**config.mk**
```make
export PLATFORM = sky130hd
export DESIGN_NAME = vend_ctrl_flat
export DESIGN_NICKNAME = d
export VERILOG_FILES = /design/src/rtl/vend_if.sv /design/src/rtl/vend_ctrl.sv /design/src/flat_wrapper.sv
export SDC_FILE = /design/constraint.sdc
export NUM_CORES = 1
export LEC_CHECK = 0
export CORE_UTILIZATION = 30
export DETAILED_ROUTE_END_ITERATION = 10
export PLACE_DENSITY = 0.46
export SETUP_SLACK_MARGIN = 0.5
export SKIP_CTS_REPAIR_TIMING = 1
export SYNTH_ARGS = -nofsm -noshare
export SYNTH_HDL_FRONTEND = slang
export SYNTH_SLANG_ARGS = --single-unit
```
**constraint.sdc**
```tcl
create_clock -name clk -period 7.81 [get_ports clk]
set_input_delay 2.343 -clock clk [delete_from_list [all_inputs] [get_ports clk]]
set_output_delay 2.343 -clock clk [all_outputs]
set_load 0.01 [all_outputs]
```
**src/rtl/vend_if.sv**
```systemverilog
// vend_if: coin, selection, dispenser and hopper signals of the vending controller; slave = controller side, master = driver side
interface vend_if #(parameter int CREDIT_W = 8);
  logic                coin_valid;
  logic [4:0]          coin_val;
  logic                coin_reject;
  logic                sel_valid;
  logic [CREDIT_W-1:0] sel_price;
  logic                sel_err;
  logic                cancel;
  logic                vend_req;
  logic                vend_ack;
  logic                chg_req;
  logic                chg_coin;
  logic                chg_ack;
  logic [CREDIT_W-1:0] credit;
  logic                busy;
  modport slave (
    input  coin_valid, coin_val, sel_valid, sel_price, cancel, vend_ack, chg_ack,
    output coin_reject, sel_err, vend_req, chg_req, chg_coin, credit, busy
  );
  modport master (
    output coin_valid, coin_val, sel_valid, sel_price, cancel, vend_ack, chg_ack,
    input  coin_reject, sel_err, vend_req, chg_req, chg_coin, credit, busy
  );
endinterface

```
**src/rtl/vend_ctrl.sv**
```systemverilog
// vend_ctrl: coin credit accumulator, item vend handshake and dime-first change return (clk, async rst_n, vend_if.slave bus)
module vend_ctrl #(
  parameter int CREDIT_W   = 8,
  parameter int MAX_CREDIT = 100
) (
  input  logic   clk,
  input  logic   rst_n,
  vend_if.slave  bus
);
  typedef enum logic [1:0] {IDLE, COLLECT, VEND, CHANGE} state_t;
  state_t              state, state_nx;
  logic [CREDIT_W-1:0] credit, credit_nx, chg_amt;
  logic [CREDIT_W:0]   coin_sum;
  logic                coin_reject, sel_err, coin_rej_nx, sel_err_nx;
  logic                open_st, cancel_act, sel_ok, sel_act, coin_ok, coin_act;
  always_comb begin
    open_st     = state == IDLE || state == COLLECT;
    cancel_act  = bus.cancel && state == COLLECT;
    sel_ok      = bus.sel_price != '0 && bus.sel_price % CREDIT_W'(5) == '0 && bus.sel_price <= credit;
    sel_act     = bus.sel_valid && state == COLLECT && sel_ok && !cancel_act;
    coin_sum    = {1'b0, credit} + (CREDIT_W+1)'(bus.coin_val);
    coin_ok     = (bus.coin_val == 5'd5 || bus.coin_val == 5'd10 || bus.coin_val == 5'd25)
                  && coin_sum <= (CREDIT_W+1)'(MAX_CREDIT);
    // cancel and an accepted selection both claim the cycle, so a coin alongside them is bounced
    coin_act    = bus.coin_valid && open_st && coin_ok && !cancel_act && !sel_act;
    coin_rej_nx = bus.coin_valid && !coin_act;
    sel_err_nx  = bus.sel_valid && !sel_act;
    chg_amt     = credit >= CREDIT_W'(10) ? CREDIT_W'(10) : CREDIT_W'(5);
    state_nx    = state;
    credit_nx   = credit;
    if (coin_act) begin
      credit_nx = coin_sum[CREDIT_W-1:0];
      state_nx  = COLLECT;
    end
    if (cancel_act) state_nx = CHANGE;
    if (sel_act) begin
      credit_nx = credit - bus.sel_price;
      state_nx  = VEND;
    end
    if (state == VEND && bus.vend_ack) state_nx = credit != '0 ? CHANGE : IDLE;
    if (state == CHANGE && bus.chg_ack) begin
      credit_nx = credit - chg_amt;
      state_nx  = credit_nx == '0 ? IDLE : CHANGE;
    end
  end
  always_ff @(posedge clk or negedge rst_n)
    if (!rst_n) begin
      state       <= IDLE;
      credit      <= '0;
      coin_reject <= 1'b0;
      sel_err     <= 1'b0;
    end else begin
      state       <= state_nx;
      credit      <= credit_nx;
      coin_reject <= coin_rej_nx;
      sel_err     <= sel_err_nx;
    end
  assign bus.credit      = credit;
  assign bus.coin_reject = coin_reject;
  assign bus.sel_err     = sel_err;
  assign bus.vend_req    = state == VEND;
  assign bus.chg_req     = state == CHANGE;
  assign bus.chg_coin    = state == CHANGE && credit >= CREDIT_W'(10);
  assign bus.busy        = state == VEND || state == CHANGE;
endmodule

```
**src/flat_wrapper.sv**
```systemverilog
// flat-port wrapper written by rule: the top's interface ports become plain ports
module vend_ctrl_flat 
#(
  parameter int CREDIT_W   = 8,
  parameter int MAX_CREDIT = 100
)
  (clk, rst_n, bus_coin_valid, bus_coin_val, bus_sel_valid, bus_sel_price, bus_cancel, bus_vend_ack, bus_chg_ack, bus_coin_reject, bus_sel_err, bus_vend_req, bus_chg_req, bus_chg_coin, bus_credit, bus_busy);
  vend_if #(.CREDIT_W(CREDIT_W)) bus_i ();
  input  logic clk;
  input  logic rst_n;
  input wire logic [$bits(bus_i.coin_valid)-1:0] bus_coin_valid;
  input wire logic [$bits(bus_i.coin_val)-1:0] bus_coin_val;
  input wire logic [$bits(bus_i.sel_valid)-1:0] bus_sel_valid;
  input wire logic [$bits(bus_i.sel_price)-1:0] bus_sel_price;
  input wire logic [$bits(bus_i.cancel)-1:0] bus_cancel;
  input wire logic [$bits(bus_i.vend_ack)-1:0] bus_vend_ack;
  input wire logic [$bits(bus_i.chg_ack)-1:0] bus_chg_ack;
  output wire logic [$bits(bus_i.coin_reject)-1:0] bus_coin_reject;
  output wire logic [$bits(bus_i.sel_err)-1:0] bus_sel_err;
  output wire logic [$bits(bus_i.vend_req)-1:0] bus_vend_req;
  output wire logic [$bits(bus_i.chg_req)-1:0] bus_chg_req;
  output wire logic [$bits(bus_i.chg_coin)-1:0] bus_chg_coin;
  output wire logic [$bits(bus_i.credit)-1:0] bus_credit;
  output wire logic [$bits(bus_i.busy)-1:0] bus_busy;
  assign bus_i.coin_valid = bus_coin_valid;
  assign bus_i.coin_val = bus_coin_val;
  assign bus_i.sel_valid = bus_sel_valid;
  assign bus_i.sel_price = bus_sel_price;
  assign bus_i.cancel = bus_cancel;
  assign bus_i.vend_ack = bus_vend_ack;
  assign bus_i.chg_ack = bus_chg_ack;
  assign bus_coin_reject = bus_i.coin_reject;
  assign bus_sel_err = bus_i.sel_err;
  assign bus_vend_req = bus_i.vend_req;
  assign bus_chg_req = bus_i.chg_req;
  assign bus_chg_coin = bus_i.chg_coin;
  assign bus_credit = bus_i.credit;
  assign bus_busy = bus_i.busy;
  vend_ctrl #(.CREDIT_W(CREDIT_W), .MAX_CREDIT(MAX_CREDIT)) u_core (.clk(clk), .rst_n(rst_n), .bus(bus_i));
endmodule
```
* After elaboration in Yosys (flattened, before gate mapping)
Index checks and enable logic that the tools add are counted.
** Word-level totals
- Memories kept :: 0
- Memory bits (read-only) :: 0
- Bits in registers :: 12
- RAM bits :: 0
- Latch bits :: 0
- Output and inout bits :: 14
** Cells by class
- Mux-type cells :: 11
- Shifts and indexed selects :: 0
- Bitwise gates (word level) :: 0
- Reductions and logical operators :: 30
- Equality and inequality tests :: 6
- Multiply operators :: 0
- $lt $le $gt $ge :: 3
- Divide/modulo/power cells :: 1
- Add/sub/neg operators :: 3
** Operator list (count)
- two-way mux 8 bit :: 3
- logical AND 1 bit :: 16
- zero test 8 bit :: 2
- nonzero test 8 bit :: 2
- subtractor 8 bit :: 2
- two-way mux 2 bit :: 7
- adder 8 x 5 -> 9 bit :: 1
- less-or-equal comparator 9 x 7 -> 1 bit, second input constant :: 1
- greater-or-equal comparator 8 x 4 -> 1 bit, second input constant :: 1
- less-or-equal comparator 8 bit :: 1
- remainder unit 8 x 3 -> 8 bit, second input constant :: 1
- equality test 5 x 3 -> 1 bit, second input constant :: 1
- equality test 5 x 4 -> 1 bit, second input constant :: 1
- equality test 5 bit, second input constant :: 1
- nonzero test 5 bit :: 1
- equality test 2 bit, second input constant :: 2
- logical OR 1 bit :: 4
- two-way mux 4 bit :: 1
- zero test 1 bit :: 3
- nonzero test 3 bit :: 1
- equality test 2 x 1 -> 1 bit, second input constant :: 1
- zero test 2 bit :: 1

* Logic depth before layout (Yosys ltp)
Gate-level depths: netlist of run 1.
- Depth after elaboration :: 13
- Gate-level depth with buffers :: 17
- Depth with buffers taken out :: 14

* Worst setup path after synthesis of run 1
No wires, ideal clock.
- Path type :: input to register
- Start point :: input bus_sel_price[3]
- End point :: register u_core.credit[3] (netlist: u_core.bus.credit[3])
- Buffers on the path :: 3
- Path slack :: 2850 ps
- Required time :: 7664 ps
- Arrival time :: 4814 ps
- Cell stages on the path :: 15
- Cells stage by stage :: buf_2 clkbuf_1 o21ai_0 a221oi_1 o22ai_1 a21oi_1 ha_1 nand2_1 nand4b_1 o41a_1 o2111ai_1 and4b_1 buf_6 a2111oi_0 a221oi_1
** On the way
- Cells in the longest elaborated chain, start to end :: 9
- Elaborated cells between the ends (all ways) :: 14
- Classes of those cells :: add/sub: 1; div: 1; order compare: 1; mux: 2; reduce/logical: 9
** RTL lines
- from (decl) :: line flat_wrapper.sv:14 : input wire logic [$bits(bus_i.sel_price)-1:0] bus_sel_price;
- remainder unit 8 x 3 -> 8 bit :: line vend_ctrl.sv:19 : sel_ok = bus.sel_price != '0 && bus.sel_price % CREDIT_W'(5) == '0 && bus.sel_price <= credit;
- zero test 8 bit :: line vend_ctrl.sv:19
- logical AND 1 bit (2 in a row) :: line vend_ctrl.sv:19
- logical AND 1 bit (2 in a row) :: line vend_ctrl.sv:20 : sel_act = bus.sel_valid && state == COLLECT && sel_ok && !cancel_act;
- zero test 1 bit :: line vend_ctrl.sv:25 : coin_act = bus.coin_valid && open_st && coin_ok && !cancel_act && !sel_act;
- logical AND 1 bit :: line vend_ctrl.sv:25
- nonzero test 3 bit (no source line)
- to (signal assigned) :: line vend_ctrl.sv:54 : credit <= credit_nx;
- to (decl) :: line vend_ctrl.sv:12 : logic [CREDIT_W-1:0] credit, credit_nx, chg_amt;
Parallel ways exist; a longest one is shown, timed or not.
A chain may end at the register's enable or synchronous reset.

* Worst setup path after layout of run 1
- Start point :: input bus_sel_price[7]
- End point :: register u_core.credit[3] (netlist: u_core.bus.credit[3])
** On the way
- Cells in the longest elaborated chain, start to end :: 9
- Elaborated cells between the ends (all ways) :: 13
- Classes of those cells :: div: 1; order compare: 1; mux: 2; reduce/logical: 9
** RTL lines (line)
- remainder unit 8 x 3 -> 8 bit :: vend_ctrl.sv:19
- zero test 8 bit :: vend_ctrl.sv:19
- logical AND 1 bit :: vend_ctrl.sv:19
- logical AND 1 bit (*) :: vend_ctrl.sv:19
- logical AND 1 bit (*) (2 in a row) :: vend_ctrl.sv:20
- zero test 1 bit :: vend_ctrl.sv:25
- logical AND 1 bit :: vend_ctrl.sv:25
- nonzero test 3 bit (no source line)
Every way passes the cells marked *; elsewhere a longest branch is shown, timed or not.

==> results of run 1 <==
-- sequential cells by signal, indices dropped and copies added, names as in the netlist --
register	count
u_core.bus.credit	8
u_core.state	2
u_core.bus.coin_reject	1
u_core.bus.sel_err	1
-- kinds of logic (layout without fill, tap and decap cells) --
| logic type | Yosys count | in the layout |
|---|---|---|
| xor gates and xnor gates | 17 | 17 |
| DFF | 12 | 12 |
| adders and majority gates | 22 | 22 |
| muxes | 5 | 5 |
| and+or+nand+nor | 130 | 130 |
| AOI/OAI and AO/OA | 93 | 93 |
| buffers and inverters | 39 | 54 |
-- layout make-up --
type	instances	share of cell area, %
multi-input cells	267	69.2
repair buffers	34	11.9
flip-flops and latches	12	10.6
inverters	17	2.26
clock buffers	3	1.46
well taps	102	4.51
-- power by group through the flow --
stage	Combinational, uW	Clock [uW]	Sequential (uW)
2_1_floorplan	388	0	125
3_3_place_gp	535	0	159
3_5_place_dp	529	0	158
4_1_cts	533	57.6	157
5_1_grt	595	61.2	163
6_report	531	56.8	156
-- worst max-delay path, cell delays in order --
cell,delay (ns)
clkdlybuf4s50_1,0.92
and2b_1,0.32
a21oi_1,0.10
a22oi_1,0.28
o22ai_1,0.12
a21oi_1,0.22
ha_1,0.22
nand2_1,0.07
nand4b_1,0.21
o41a_1,0.15
o2111ai_1,0.10
and4b_1,0.45
a2111oi_0,0.47
a221oi_1,0.10
-- metrics by stage --
step | hold slack, ns | setup slack, ns | instance area [um^2]
after floorplan | 0.571 | 2.85 | 2430
after global placement | 0.660 | 1.58 | 2790
after detailed placement | 0.659 | 1.54 | 2790
after CTS | 0.665 | 1.79 | 2830
after global routing | 0.689 | 1.32 | 2830
final | 0.663 | 1.80 | 2830
-- synth_stat cells (6+ instances only) --
master     n
nor2_1    21
nand2b_1   7
ha_1      19
xnor2_1   11
o21ai_0   17
nand3_1   10
dfrtp_1   12
and3b_1    6
inv_1     17
a21oi_1   15
nor2b_1   12
nor3_1    11
nand2_1   15
nor3b_1    6
clkbuf_1   9
buf_2      8
-- final timing paths --
kind / from / endpoint / slack (ns) / cells after the start
worst max-delay path: bus_sel_price[7] / u_core.bus.credit[3]$_DFFE_PN0P_ / 1.80 / 14
worst min-delay path: u_core.state[1]$_DFFE_PN0P_ / u_core.state[1]$_DFFE_PN0P_ / 0.66 / 2
worst max register to register: u_core.bus.credit[5]$_DFFE_PN0P_ / u_core.state[1]$_DFFE_PN0P_ / 4.17 / 11
worst min register to register: u_core.state[1]$_DFFE_PN0P_ / u_core.state[1]$_DFFE_PN0P_ / 0.66 / 2
max in group asynchronous: rst_n / u_core.bus.credit[3]$_DFFE_PN0P_ / 4.94 / 1
min in group asynchronous: rst_n / u_core.bus.credit[7]$_DFFE_PN0P_ / 2.48 / 1
-- routing by layer --
| layer | global-route usage, % | vias up |
|---|---|---|
| met2 | 29.9 | 61 |
| met1 | 24.6 | 1164 |
| met5 | 0 | - |
| li1 | - | 1227 |
| met3 | 1.24 | 6 |
| met4 | 4.17 | 0 |
==> flow_summary.rst, run 1 <==
.. list-table::
   :header-rows: 1

   * - Metric
     - Value
   * - Run status
     - completed
   * - Final critical-path share of the clock period
     - 77.0%
   * - Distinct cells, synth
     - 71
   * - Sequential element share of the synthesized area
     - 12.3%
   * - Clock transition at the registers of the reported paths
     - 0.05 ns
   * - Register share of total power
     - 20.9%
   * - Largest driver fanout on the critical path
     - 21
   * - CTS tree
     - yes
   * - Filler Cells Inserted
     - 838
   * - Combinational cell fraction of total power
     - 71.4%
   * - DRT Pass-1 Iters
     - 4
   * - Detail-routed net length per standard cell
     - 16.4 um
   * - Overall die width
     - 92.0 um
   * - Max Root-Sink Buffers
     - 2
   * - Synth-to-layout area growth
     - 16.3%
   * - Pins over their slew limit
     - 0
   * - Net count of the finished layout
     - 377
   * - Internal portion of total power
     - 378 uW
   * - Port Buffers
     - 33
   * - Vertical die dimension
     - 92.0 um
   * - Worst slew slack as a fraction of its limit
     - 19.0%
   * - Synthesized-area fraction occupied by ao, oa, aoi and oai cells
     - 27.9%
   * - RD Place Congestion
     - 0.854
   * - Post-synthesis xor/xnor area fraction
     - 6.43%
   * - Routed vias/inst
     - 5.65
   * - Share of synthesized flip-flops with an asynchronous set or reset
     - 100%
   * - Post-synth design cell area
     - 2430 um^2
   * - Worst-margin pin slew
     - 1.21 ns
   * - Psw
     - 366 uW
   * - Worst Path Arrival
     - 6.09 ns
   * - Worst EP required
     - 7.89 ns
   * - Endpoint kind of the worst setup timing path
     - register
   * - Number of buffers inserted during clock tree synthesis
     - 3
   * - Number of max-cap violations
     - 0
   * - Row Count
     - 32
   * - Total negative slack
     - 0 ns
   * - Number of register bits inferred by synthesis
     - 12
   * - Fraction of layout cells with a size suffix above 1
     - 3.90%
   * - Met2 wire length
     - 3.45 mm
   * - Residual DRC count
     - 0
   * - Share of Yosys cell area claimed by the top area cell type
     - 12.3%
   * - Post-synth EDFFs
     - 0
   * - Final setup skew
     - 0.00325 ns
   * - Most common library cell in the layout ignoring fill and taps
     - clkdlybuf4s50_1
   * - Initial cell density of the core
     - 31.3%
   * - Post-synthesis cell count
     - 318
   * - Unrepaired setup endpoints after global routing
     - no
   * - Clock Sink Count
     - 12
   * - Switching part of the total power
     - 49.2%
   * - Diode insertion count for antenna repair
     - 0
   * - Critical Setup Path Class
     - input pin to register
   * - Largest vdd supply drop
     - 0.0778 mV
   * - Leak
     - 0.00108 uW
   * - # placed instances
     - 432
   * - Initial antenna violation count
     - 0
   * - Non-Filler Instances
     - 435
   * - Remaining number of nets flagged by the antenna check after routing
     - 0
   * - Clock share of power
     - 7.6%
   * - Multi-input gate area
     - 1960 um^2
   * - Total congestion overflow after global routing
     - 0
   * - Post-synthesis average cell area
     - 7.65 um^2
   * - FF+latch area
     - 300 um^2
   * - Cell chosen for the clock root
     - clkbuf_8
   * - Area fraction in and, or, nand and nor cells after synthesis
     - 31.8%
   * - Vias in the first global route
     - 2,331
   * - Detailed-placement wirelength estimate
     - 5.59 mm
   * - Max Fclk
     - 166 MHz
   * - Die footprint
     - 8470 um^2
   * - Core region area
     - 7770 um^2
   * - Length of routed met3 wiring
     - 292 um
   * - Global router's overall resource usage
     - 17.8%
   * - Synthesized net count
     - 360
   * - Flip-flop cell with the highest count after synthesis
     - dfrtp_1
   * - Adder and majority gate portion of the synthesized area
     - 12.2%
   * - Setup-failing EPs final
     - 0
   * - Initial drt markers
     - 141
   * - Util after Layout
     - 36.4%
   * - Routed via count
     - 2,458
   * - Most used cells in the layout excluding fill and tap cells
     - 33 x clkdlybuf4s50_1, 21 x nor2_1, 19 x ha_1, 17 x inv_1, 17 x o21ai_0
   * - Hold Violations, Final
     - 0
   * - Number of warnings reported in the yosys synthesis log
     - 0
   * - Worst hold-check path type
     - register to register
   * - Fraction of synthesized area in multiplexers
     - 2.06%
   * - Leading post-synthesis cells by cell area
     - dfrtp_1 12%, ha_1 9.8%, xnor2_1 4.0%, o21ai_0 3.5%, nor2_1 3.2%
   * - Total power consumption of the routed design
     - 744 uW
   * - Nature of the critical path startpoint
     - input pin
   * - Max layer used
     - met4
   * - Library cell occupying the most area in the post-synthesis netlist
     - dfrtp_1
   * - Total I/O pin count
     - 34
   * - Metal-1 WL
     - 3.31 mm
   * - Skew-Pair Late Insertion Delay
     - 0.24 ns
   * - Pwr dens
     - 263 nW/um^2
   * - First-pass GRT wire length
     - 12.2 mm
   * - Final critical-path required period
     - 6.01 ns
   * - H-Tree Level Count
     - 1
   * - Final Routed Wirelength
     - 7.13 mm
   * - Dominant combinational cell family by area after synthesis
     - simple AND/OR/NAND/NOR gates
   * - Pin count of the biggest net entering global routing
     - 26
No activity file was read; power rests on OpenSTA's default activity.
==> inputs of run 2 (changes only) <==
--- a/config.mk
+++ b/config.mk
@@ -7,7 +7,7 @@
 export LEC_CHECK = 0
 export CORE_UTILIZATION = 30
 export DETAILED_ROUTE_END_ITERATION = 10
-export PLACE_DENSITY = 0.46
+export PLACE_DENSITY = 0.48
 export SETUP_SLACK_MARGIN = 0.5
 export SKIP_CTS_REPAIR_TIMING = 1
 export SYNTH_ARGS = -nofsm -noshare
==> constraint.sdc (replaced) <==
create_clock -name clk -period 5.45 [get_ports clk]
set_input_delay 1.635 -clock clk [delete_from_list [all_inputs] [get_ports clk]]
set_output_delay 1.635 -clock clk [all_outputs]
set_load 0.01 [all_outputs]
==> flow_summary.rst, run 2 (same netlist as run 1, synthesis figures left out) <==
.. list-table::
   :header-rows: 1

   * - Metric
     - Value
   * - Most common cell type on the critical path
     - o31a_1
   * - Final Cell Area
     - 2930 um^2
   * - Final critical-path required period
     - 4.66 ns
   * - Largest vdd supply drop
     - 0.0854 mV
   * - Unrepaired setup endpoints after global routing
     - no
   * - Worst hold-check path type
     - register to register
   * - Worst slew slack as a fraction of its limit
     - 57.9%
   * - Final worst hold slack
     - 0.678 ns
   * - Nature of the critical path startpoint
     - input pin
   * - H-Tree Level Count
     - 1
   * - Die footprint
     - 8470 um^2
   * - Critical Setup Path Class
     - input pin to register
   * - Synth-to-layout area growth
     - 20.4%
   * - Initial cell density of the core
     - 31.3%
   * - Largest driver fanout on the critical path
     - 13
   * - Register ranked first by flip-flop count
     - u_core.bus.credit
   * - Routed via count
     - 2,489
   * - Total I/O pin count
     - 34
   * - Most common library cell in the layout ignoring fill and taps
     - clkdlybuf4s50_1
   * - Core region area
     - 7770 um^2
   * - Vias in the first global route
     - 2,343
   * - Endpoint kind of the worst setup timing path
     - register
   * - Detailed-placement wirelength estimate
     - 5.98 mm
   * - Largest stage delay on the critical path
     - 0.53 ns
   * - Met1 capacity usage during global routing
     - 24.1%
   * - CTS tree
     - yes
   * - Run status
     - completed
   * - Skew-Pair Late Insertion Delay
     - 0.24 ns
   * - Depth of the most critical reg-to-reg path
     - 11
   * - Reg-to-reg critical path endpoint
     - u_core.state[1]$_DFFE_PN0P_
   * - Critical path, cell by cell
     - clkdlybuf4s50_1, ha_1, fa_1, nor2b_1, o31a_1, o31a_1, o31ai_1, a2111oi_2, and4b_2, buf_4, a21oi_1, a211oi_1
   * - Clock Sink Count
     - 12
   * - First-pass GRT wire length
     - 12.2 mm
   * - Most used cells in the layout excluding fill and tap cells
     - 29 x clkdlybuf4s50_1, 21 x nor2_1, 19 x ha_1, 17 x inv_1, 17 x o21ai_0
   * - Worst-margin pin slew
     - 0.625 ns
   * - M2 GR Usage
     - 31.5%
   * - Row Count
     - 32
   * - Leak
     - 0.00117 uW
   * - Pwr dens
     - 376 nW/um^2
   * - Total congestion overflow after global routing
     - 0
   * - Final critical-path share of the clock period
     - 85.5%
   * - Minimum setup slack among reg-to-reg paths
     - 1.72 ns
   * - Worst reg2reg path startpoint
     - u_core.bus.credit[5]$_DFFE_PN0P_
   * - Initial antenna violation count
     - 0
   * - Vertical die dimension
     - 92.0 um
   * - Max Root-Sink Buffers
     - 2
   * - Overall die width
     - 92.0 um
   * - Pin count of the biggest net entering global routing
     - 24
   * - Net count of the finished layout
     - 387
   * - Max reg flops
     - 8
   * - Number of max-cap violations
     - 0
   * - Clock transition at the registers of the reported paths
     - 0.06 ns
   * - Highest-delay cell along the critical path
     - clkdlybuf4s50_1
   * - Fraction of layout cells with a size suffix above 1
     - 7.27%
   * - Final setup skew
     - 0.00153 ns
   * - Setup-failing EPs final
     - 0
   * - Final Routed Wirelength
     - 7.68 mm
   * - Total power consumption of the routed design
     - 1100 uW
   * - Residual DRC count
     - 0
   * - Hold wc startpoint
     - u_core.state[0]$_DFFE_PN0P_
   * - Remaining number of nets flagged by the antenna check after routing
     - 0
   * - Util after Layout
     - 37.7%
   * - DRT Pass-1 Iters
     - 4
   * - Met3 Usage GRT
     - 1.33%
   * - Most utilized layer in the global route result
     - met2
   * - Cell area after placement
     - 2860 um^2
   * - Diode insertion count for antenna repair
     - 0
   * - FF+latch area
     - 300 um^2
   * - Regs by FF count
     - u_core.bus.credit: 8 flops, u_core.state: 2 flops
   * - Port Buffers
     - 33
   * - Initial drt markers
     - 106
   * - Crit path launch
     - bus_sel_price[0]
   * - Detail-routed net length per standard cell
     - 17.2 um
   * - Global router's overall resource usage
     - 18.2%
   * - Number of buffers inserted during clock tree synthesis
     - 3
   * - Pins over their slew limit
     - 0
   * - Multi-input gate area
     - 1960 um^2
   * - Worst Path Arrival
     - 4.81 ns
   * - Cell chosen for the clock root
     - clkbuf_8
   * - Routed vias/inst
     - 5.58
   * - Worst EP required
     - 5.60 ns
   * - Total negative slack
     - 0 ns
   * - Filler Cells Inserted
     - 843
   * - RD Place Congestion
     - 0.865
   * - Max Fclk
     - 215 MHz
   * - Hold Violations, Final
     - 0
   * - Critical path capture point
     - u_core.bus.credit[1]$_DFFE_PN0P_
[run 2: changes by cell type in the layout (fill, tap and decap cells not counted)]
cell,change
buf_4,+10
a2111oi_1,+1
and4b_2,+1
dlymetal6s2s_1,+4
a2111oi_0,-1
clkdlybuf4s50_1,-4
clkbuf_8,+1
and4b_1,-1
[run 2: how the worst min path moves through the flow]
stage,to,slack [ns],depth (start not counted)
floorplan,u_core.state[1]$_DFFE_PN0P_,0.57,2
global placement,u_core.state[0]$_DFFE_PN0P_,0.66,2
detailed placement,u_core.state[0]$_DFFE_PN0P_,0.66,2
CTS,u_core.state[0]$_DFFE_PN0P_,0.66,2
global route,u_core.state[0]$_DFFE_PN0P_,0.71,2
finish,u_core.state[0]$_DFFE_PN0P_,0.68,2
[run 2: cell type report]
class,count,share of cell area (%)
clock buffers,4,1.88
multi-input cells,267,66.9
well taps,102,4.36
repair buffers,44,14.4
inverters,17,2.18
flip-flops and latches,12,10.3
[run 2: power by group]
| part | leakage, uW | internal (uW) | switching [uW] |
|---|---|---|---|
| clock | 0.0000288 | 63.9 | 35.6 |
| combinational | 0.00101 | 373 | 401 |
| sequential | 0.000134 | 123 | 104 |
| total | 0.00117 | 560 | 541 |
[run 2: metrics by stage]
step	instances	setup slack [ns]
2_1_floorplan	318	1.20
3_3_place_gp	442	0.261
3_5_place_dp	442	0.306
4_1_cts	446	0.557
5_1_grt	446	0.542
6_report	446	0.790
[run 2: metal layers]
layer  share of wire (%)  up-vias  wire [um]
met5                   0        -          0
met4                 1.6        0        124
met3                 3.2        8        244
met2                  47       55       3590
met1                  48     1163       3710
li1                    -     1263          -
[run 2: worst max-delay path: cells and delay by family]
family	cells	cell delay (ns)
simple gates	2	0.62
fa+ha+maj	2	0.70
compound gates	6	1.11
buf+inv	2	0.73
